==> config.mk <==
export PLATFORM = sky130hd
export DESIGN_NAME = stopwatch_ctrl
export DESIGN_NICKNAME = d
export VERILOG_FILES = /design/src/rtl/stopwatch_ctrl.sv
export SDC_FILE = /design/constraint.sdc
export NUM_CORES = 1
export LEC_CHECK = 0
export ABC_AREA = 1
export BUFFER_PORTS_ARGS = -buffer_cell sky130_fd_sc_hd__buf_4
export CAP_MARGIN = 20
export CELL_PAD_IN_SITES_DETAIL_PLACEMENT = 0
export CELL_PAD_IN_SITES_GLOBAL_PLACEMENT = 2
export CORE_MARGIN = 5
export CORE_UTILIZATION = 34
export DETAILED_ROUTE_END_ITERATION = 7
export GPL_TIMING_DRIVEN = 0
export PLACE_DENSITY_LB_ADDON = 0.1
export SLEW_MARGIN = 20
export SYNTH_ARGS = -nofsm -noshare
export SYNTH_HDL_FRONTEND = slang
export SYNTH_SLANG_ARGS = --single-unit
==> constraint.sdc <==
create_clock -name I_CLK -period 1.5 [get_ports I_CLK]
set_input_delay 0.45 -clock I_CLK [delete_from_list [all_inputs] [get_ports I_CLK]]
set_output_delay 0.45 -clock I_CLK [all_outputs]
set_load 0.01 [all_outputs]
==> src/rtl/stopwatch_ctrl.sv <==
// Stopwatch control block: synchronizes and debounces the start/stop and
// clear/lap buttons, runs the IDLE/RUN/STOP/LAP state machine, generates the
// 1 ms tick for timer_counter and drives the (optionally frozen) display.
// Optional feature macro: STOPWATCH_CTRL_AUTOSTOP_EN -- when defined, the
// stopwatch stops itself and raises O_OVF when 59 s / 999 ms is about to wrap.
module stopwatch_ctrl #(
  parameter int CLK_PER_MS = 16,
  parameter int DEB_CYCLES = 160
) (
  input  logic       I_CLK,
  input  logic       I_RSTN,
  input  logic       I_BTN_SS,
  input  logic       I_BTN_CLR,
  input  logic [9:0] I_TIMER_MS,
  input  logic [5:0] I_TIMER_SEC,
  output logic       O_EN_1MS,
  output logic       O_START_EN,
  output logic       O_CLEAR_EN,
  output logic [9:0] O_DISP_MS,
  output logic [5:0] O_DISP_SEC,
  output logic [1:0] O_STATE,
  output logic       O_OVF
);

  typedef enum logic [1:0] {
    ST_IDLE = 2'd0,
    ST_RUN  = 2'd1,
    ST_STOP = 2'd2,
    ST_LAP  = 2'd3
  } state_t;

  localparam int DW = (DEB_CYCLES > 1) ? $clog2(DEB_CYCLES) : 1;
  localparam int PW = (CLK_PER_MS > 1) ? $clog2(CLK_PER_MS) : 1;
  localparam logic [DW-1:0] DEB_LAST   = DW'(DEB_CYCLES - 1);
  localparam logic [PW-1:0] PRESC_LAST = PW'(CLK_PER_MS - 1);

  // Index 0 is start/stop, index 1 is clear/lap.
  logic [1:0]    btn_raw_s;
  logic [1:0]    meta_r;
  logic [1:0]    sync_r;
  logic [1:0]    deb_r;
  logic [1:0]    deb_d_r;
  logic [1:0]    press_r;
  logic [DW-1:0] deb_cnt_r [2];

  state_t        state_r;
  state_t        next_state_s;
  logic          clear_s;
  logic          ovf_set_s;
  logic          autostop_s;
  logic          press_ss_s;
  logic          press_clr_s;

  logic [PW-1:0] presc_r;
  logic          en_1ms_r;
  logic          start_en_r;
  logic          clear_en_r;
  logic          ovf_r;
  logic [9:0]    disp_ms_r;
  logic [5:0]    disp_sec_r;

  assign btn_raw_s   = {I_BTN_CLR, I_BTN_SS};
  assign press_ss_s  = press_r[0];
  assign press_clr_s = press_r[1];

`ifdef STOPWATCH_CTRL_AUTOSTOP_EN
  // The last tick before 59.999 wraps stops the watch instead of wrapping.
  assign autostop_s = en_1ms_r && (I_TIMER_SEC == 6'd59) && (I_TIMER_MS == 10'd999);
`else
  assign autostop_s = 1'b0;
`endif

  // Two-flop synchronizer for both raw buttons.
  always_ff @(posedge I_CLK or negedge I_RSTN) begin
    if (!I_RSTN) begin
      meta_r <= 2'b00;
      sync_r <= 2'b00;
    end else begin
      meta_r <= btn_raw_s;
      sync_r <= meta_r;
    end
  end

  // Debouncer: accept a new level only after DEB_CYCLES consecutive mismatches.
  always_ff @(posedge I_CLK or negedge I_RSTN) begin
    if (!I_RSTN) begin
      deb_r <= 2'b00;
      for (int i = 0; i < 2; i++) begin
        deb_cnt_r[i] <= {DW{1'b0}};
      end
    end else begin
      for (int i = 0; i < 2; i++) begin
        if (sync_r[i] != deb_r[i]) begin
          if (deb_cnt_r[i] == DEB_LAST) begin
            deb_r[i]     <= sync_r[i];
            deb_cnt_r[i] <= {DW{1'b0}};
          end else begin
            deb_cnt_r[i] <= deb_cnt_r[i] + DW'(1);
          end
        end else begin
          deb_cnt_r[i] <= {DW{1'b0}};
        end
      end
    end
  end

  // One press pulse per debounced rising edge; releases are ignored.
  always_ff @(posedge I_CLK or negedge I_RSTN) begin
    if (!I_RSTN) begin
      deb_d_r <= 2'b00;
      press_r <= 2'b00;
    end else begin
      deb_d_r <= deb_r;
      press_r <= deb_r & ~deb_d_r;
    end
  end

  // Next-state logic; start/stop wins over clear/lap when both press together.
  always_comb begin
    next_state_s = state_r;
    clear_s      = 1'b0;
    ovf_set_s    = 1'b0;
    case (state_r)
      ST_IDLE: begin
        if (press_ss_s) next_state_s = ST_RUN;
        else            next_state_s = ST_IDLE;
      end
      ST_RUN: begin
        if (autostop_s) begin
          next_state_s = ST_STOP;
          ovf_set_s    = 1'b1;
        end else if (press_ss_s) begin
          next_state_s = ST_STOP;
        end else if (press_clr_s) begin
          next_state_s = ST_LAP;
        end else begin
          next_state_s = ST_RUN;
        end
      end
      ST_LAP: begin
        if (autostop_s) begin
          next_state_s = ST_STOP;
          ovf_set_s    = 1'b1;
        end else if (press_ss_s) begin
          next_state_s = ST_STOP;
        end else if (press_clr_s) begin
          next_state_s = ST_RUN;
        end else begin
          next_state_s = ST_LAP;
        end
      end
      ST_STOP: begin
        if (press_ss_s) begin
          next_state_s = ST_RUN;
        end else if (press_clr_s) begin
          next_state_s = ST_IDLE;
          clear_s      = 1'b1;
        end else begin
          next_state_s = ST_STOP;
        end
      end
      default: begin
        next_state_s = ST_IDLE;
      end
    endcase
  end

  // State register with start enable and clear pulse aligned to the state.
  always_ff @(posedge I_CLK or negedge I_RSTN) begin
    if (!I_RSTN) begin
      state_r    <= ST_IDLE;
      start_en_r <= 1'b0;
      clear_en_r <= 1'b0;
    end else begin
      state_r    <= next_state_s;
      start_en_r <= (next_state_s == ST_RUN) || (next_state_s == ST_LAP);
      clear_en_r <= clear_s;
    end
  end

  // Millisecond prescaler: runs while enabled, holds in STOP, zeroed by clear.
  always_ff @(posedge I_CLK or negedge I_RSTN) begin
    if (!I_RSTN) begin
      presc_r  <= {PW{1'b0}};
      en_1ms_r <= 1'b0;
    end else begin
      en_1ms_r <= start_en_r && (presc_r == PRESC_LAST);
      if (clear_s) begin
        presc_r <= {PW{1'b0}};
      end else if (start_en_r) begin
        if (presc_r == PRESC_LAST) presc_r <= {PW{1'b0}};
        else                       presc_r <= presc_r + PW'(1);
      end else begin
        presc_r <= presc_r;
      end
    end
  end

  // Overflow flag: set on auto-stop, kept until the STOP->IDLE clear.
  always_ff @(posedge I_CLK or negedge I_RSTN) begin
    if (!I_RSTN) begin
      ovf_r <= 1'b0;
    end else begin
`ifdef STOPWATCH_CTRL_AUTOSTOP_EN
      if (clear_s)        ovf_r <= 1'b0;
      else if (ovf_set_s) ovf_r <= 1'b1;
      else                ovf_r <= ovf_r;
`else
      ovf_r <= 1'b0;
`endif
    end
  end

  // Display tracks the live count except while frozen in LAP.
  always_ff @(posedge I_CLK or negedge I_RSTN) begin
    if (!I_RSTN) begin
      disp_ms_r  <= 10'd0;
      disp_sec_r <= 6'd0;
    end else if (state_r != ST_LAP) begin
      disp_ms_r  <= I_TIMER_MS;
      disp_sec_r <= I_TIMER_SEC;
    end else begin
      disp_ms_r  <= disp_ms_r;
      disp_sec_r <= disp_sec_r;
    end
  end

  assign O_EN_1MS   = en_1ms_r;
  assign O_START_EN = start_en_r;
  assign O_CLEAR_EN = clear_en_r;
  assign O_DISP_MS  = disp_ms_r;
  assign O_DISP_SEC = disp_sec_r;
  assign O_STATE    = state_r;
  assign O_OVF      = ovf_r;

endmodule

==> summary.md <==
| Metric | Value |
|---|---|
| Standard-cell row count | 29 |
| Antenna Diode Count | 0 |
| Leakage component of the power | 0.001341 uW |
| Hold WC Path Type | in2async |
| Clk sink count | 51 |
| Final Setup Violations | 0 |
| Synthesis-to-layout area growth | 23.26% |
| Worst path setup slack after routing | 0.1131 ns |
| Count of yosys warnings during synthesis | 0 |
| Number of port buffers | 40 |
| Flip-flop cell with the highest count after synthesis | dfrtp_1 |
| Buffers from clock root to sink, at most | 2 |
| Syn Area/Cell | 10.65 um2 |
| Async S/R FF share, synth | 100.0% |
| IR Drop Worst-Case VDD | 0.3658 mV |
| TritonCTS clock tree | done |
| FF/Latch Area | 1276 um2 |
| Drt first pass iters | 4 |
| Initial antenna violation count | 0 |
| Number of remaining DRC errors | 0 |
| Share of the clock period used by the worst path after layout | 92.46% |
| Post-CTS setup-driven buffer insertion count | 0 |
| Maximum number of pins on one net before global-route repair | 52 |
| Setup Crit Path Kind | reg2out |
| Chain of cells forming the critical path | buf_4 |
| Total wire length after detailed routing | 3.860 mm |
| Sequential element share of the synthesized area | 59.61% |
| Crit path buffers/inverters | 1 |
| Data required time at the worst endpoint | 1.05 ns |
| Residual overflow from global routing | 0 |
| Headroom to the max-slew limit | 58.20% |
| Total Die Area | 7983 um2 |
| First-pass GRT wire length | 6.196 mm |
| Number of storage elements in the synthesis netlist | 51 |
| Worst hold slack | 0.1529 ns |
| Highest-count cells in the layout ignoring fill and taps | dfrtp_1 (51), buf_4 (41), nand2_1 (35), nor2_1 (29), inv_1 (25) |
| Overall die width | 89.35 um |
| Minimum clock period after layout | 1.387 ns |
| R2r setup slk | 0.15 ns |
| Final-report hold violation count | 0 |
| R2R depth | 6 |
| Total power density per cell area | 930.6 nW/um2 |
| Antenna violation net count after detailed routing | 0 |
| Maximum fanout along the worst path | 5 |
| Unique masters post-synth | 20 |
| Total design power | 2456 uW |
| Area taken by multi-input logic gates | 734.5 um2 |
| Setup TNS Final | 0 ns |
| Run status | completed |
| FILL cells | 652 |
| Top Family by Delay on Critical Path | flip-flops |
| Routed WL per cell | 11.84 um |
| Arrival time worst endpoint | 0.94 ns |
| Commonest non-fill, non-tap cell in the layout | dfrtp_1 |
| Worst slack, placed | 0.1177 ns |
| Number of placed I/O pins | 42 |
| Detailed-route vias per instance | 4.347 |
| Mapped Cells | 201 |
| Root Buffer Master | clkbuf_8 |
| Number of H-tree levels | 2 |
| Unrepaired setup endpoints after global routing | false |
| Maximum cell stage delay along the critical path | 0.45 ns |
| Global routing usage summed across all routing layers | 10.13% |
| Final Net Count | 271 |
| Via count of the first global-routing pass | 1,367 |
| Clock edge transition at the registers on the reported setup and hold paths | 0.10 ns |
| Sum of net half-perimeters after detailed placement | 2.803 mm |
| Levels on crit path | 1 |
| Initial standard-cell utilization of the core | 34.30% |
| Number of vias after detailed routing | 1,417 |
| Share of final-layout standard cells stronger than drive strength 1 | 28.11% |
| Post-Synthesis Net Count | 224 |
| Post-Syn Area | 2141 um2 |
| Actual slew at the worst max-slew pin | 0.6270 ns |
| Maximum operating frequency | 0.7210 GHz |
| Post-Route Skew | 0.006275 ns |
| # Max-Cap Violations | 0 |
| Clock latency on the worst-skew pair | 0.30 ns |
| Num CTS Buffers | 5 |
| Vert. Die Dim | 89.35 um |
| Number of synthesized flops with an enable pin | 0 |
| Crit path max-delay cell type | dfrtp_1 |
| Routability-driven placement congestion ratio | 0.7074 |
| Max-slew violations | 0 |
| Core area | 6241 um2 |
| Type of origin of the critical path | flop |
| Capturing element type of the critical path | output pin |
| Drt initial violations | 33 |
where the power goes:
group          total (uW)  switching (uW)  internal (uW)
combinational         177            79.8           97.4
sequential           1440            26.2           1410
clock                 838             461            377
cell usage after synthesis, types with 2 or more instances:
library cell | n | area (um2)
a21oi_1 | 8 | 40.04
dfrtp_1 | 51 | 1276
ha_1 | 3 | 37.54
inv_1 | 25 | 93.84
mux2_2 | 7 | 78.83
mux2_4 | 10 | 150.1
nand2_1 | 35 | 131.4
nand3_1 | 11 | 55.05
nand4_1 | 2 | 12.51
nor2_1 | 30 | 112.6
nor3_1 | 2 | 10.01
o21ai_0 | 4 | 20.02
xnor2_1 | 3 | 26.28
xor2_1 | 4 | 35.03
final timing paths:
kind,startpoint,end
min in group I_CLK,I_BTN_CLR,meta_r[1]
setup reg to reg,deb_cnt_r[0],deb_cnt_r[5]
hold / removal,I_RSTN,presc_r[2]
max in group asynchronous,I_RSTN,meta_r[0]
setup / recovery,O_STATE[1],O_STATE[1]
hold reg to reg,meta_r[0],sync_r[0]
per-stage QoR:
step / instance area, um2 / utilization, % / instances
after floorplan: 2141 / - / 201
after global placement: 2537 / 40.66 / 318
after detailed placement: 2537 / 40.66 / 318
after CTS: 2636 / 42.24 / 326
after global routing: 2639 / 42.28 / 326
final: 2639 / 42.28 / 326
layer usage:
layer | track usage [%] | part of all wire, % | vias up | routed length (um)
met3 | 3.226 | 7.4 | 6 | 287
met5 | 0 | 0 | - | 0
met1 | 13.00 | 46 | 658 | 1771
li1 | - | - | 723 | -
met4 | 4.060 | 1.6 | 0 | 63
met2 | 15.87 | 45 | 30 | 1736
registers in the layout (all words and copies together), names as in the netlist:
name,count
sync_r,2
O_START_EN,1
press_r,2
deb_r,2
meta_r,2
O_DISP_SEC,6
O_DISP_MS,10
presc_r,4
deb_d_r,2
O_STATE,2
deb_cnt_r,16
O_EN_1MS,1
O_CLEAR_EN,1
layout make-up:
class / instances / area share, %
Buffer: 3 / 1.470
Clock buffer: 6 / 3.129
Clock inverter: 2 / 0.6164
Inverter: 25 / 3.556
Multi-Input combinational cell: 122 / 27.83
Sequential cell: 51 / 48.36
Tap cell: 77 / 3.651
Timing Repair Buffer: 40 / 11.38
what timing repair did:
item / in CTS / in global routing
setup endpoints to repair: 0 / 3
endpoints found under the hold margin: 0 / 0
hold buffers: 0 / 0
gates resized for setup: 0 / 1
cell families (layout without fill, tap and decap cells):
family | Yosys count | count (layout) | share of synthesized area, %
flops | 51 | 51 | 59.61
xor+xnor | 7 | 7 | 2.864
compound gates | 12 | 12 | 2.805
simple gates | 82 | 82 | 15.90
buf+inv | 28 | 76 | 6.195
fa+ha+maj | 3 | 3 | 1.754
mux | 17 | 17 | 10.70
other cells | 1 | 1 | 0.1752
Power figures use the tool's default switching activity.
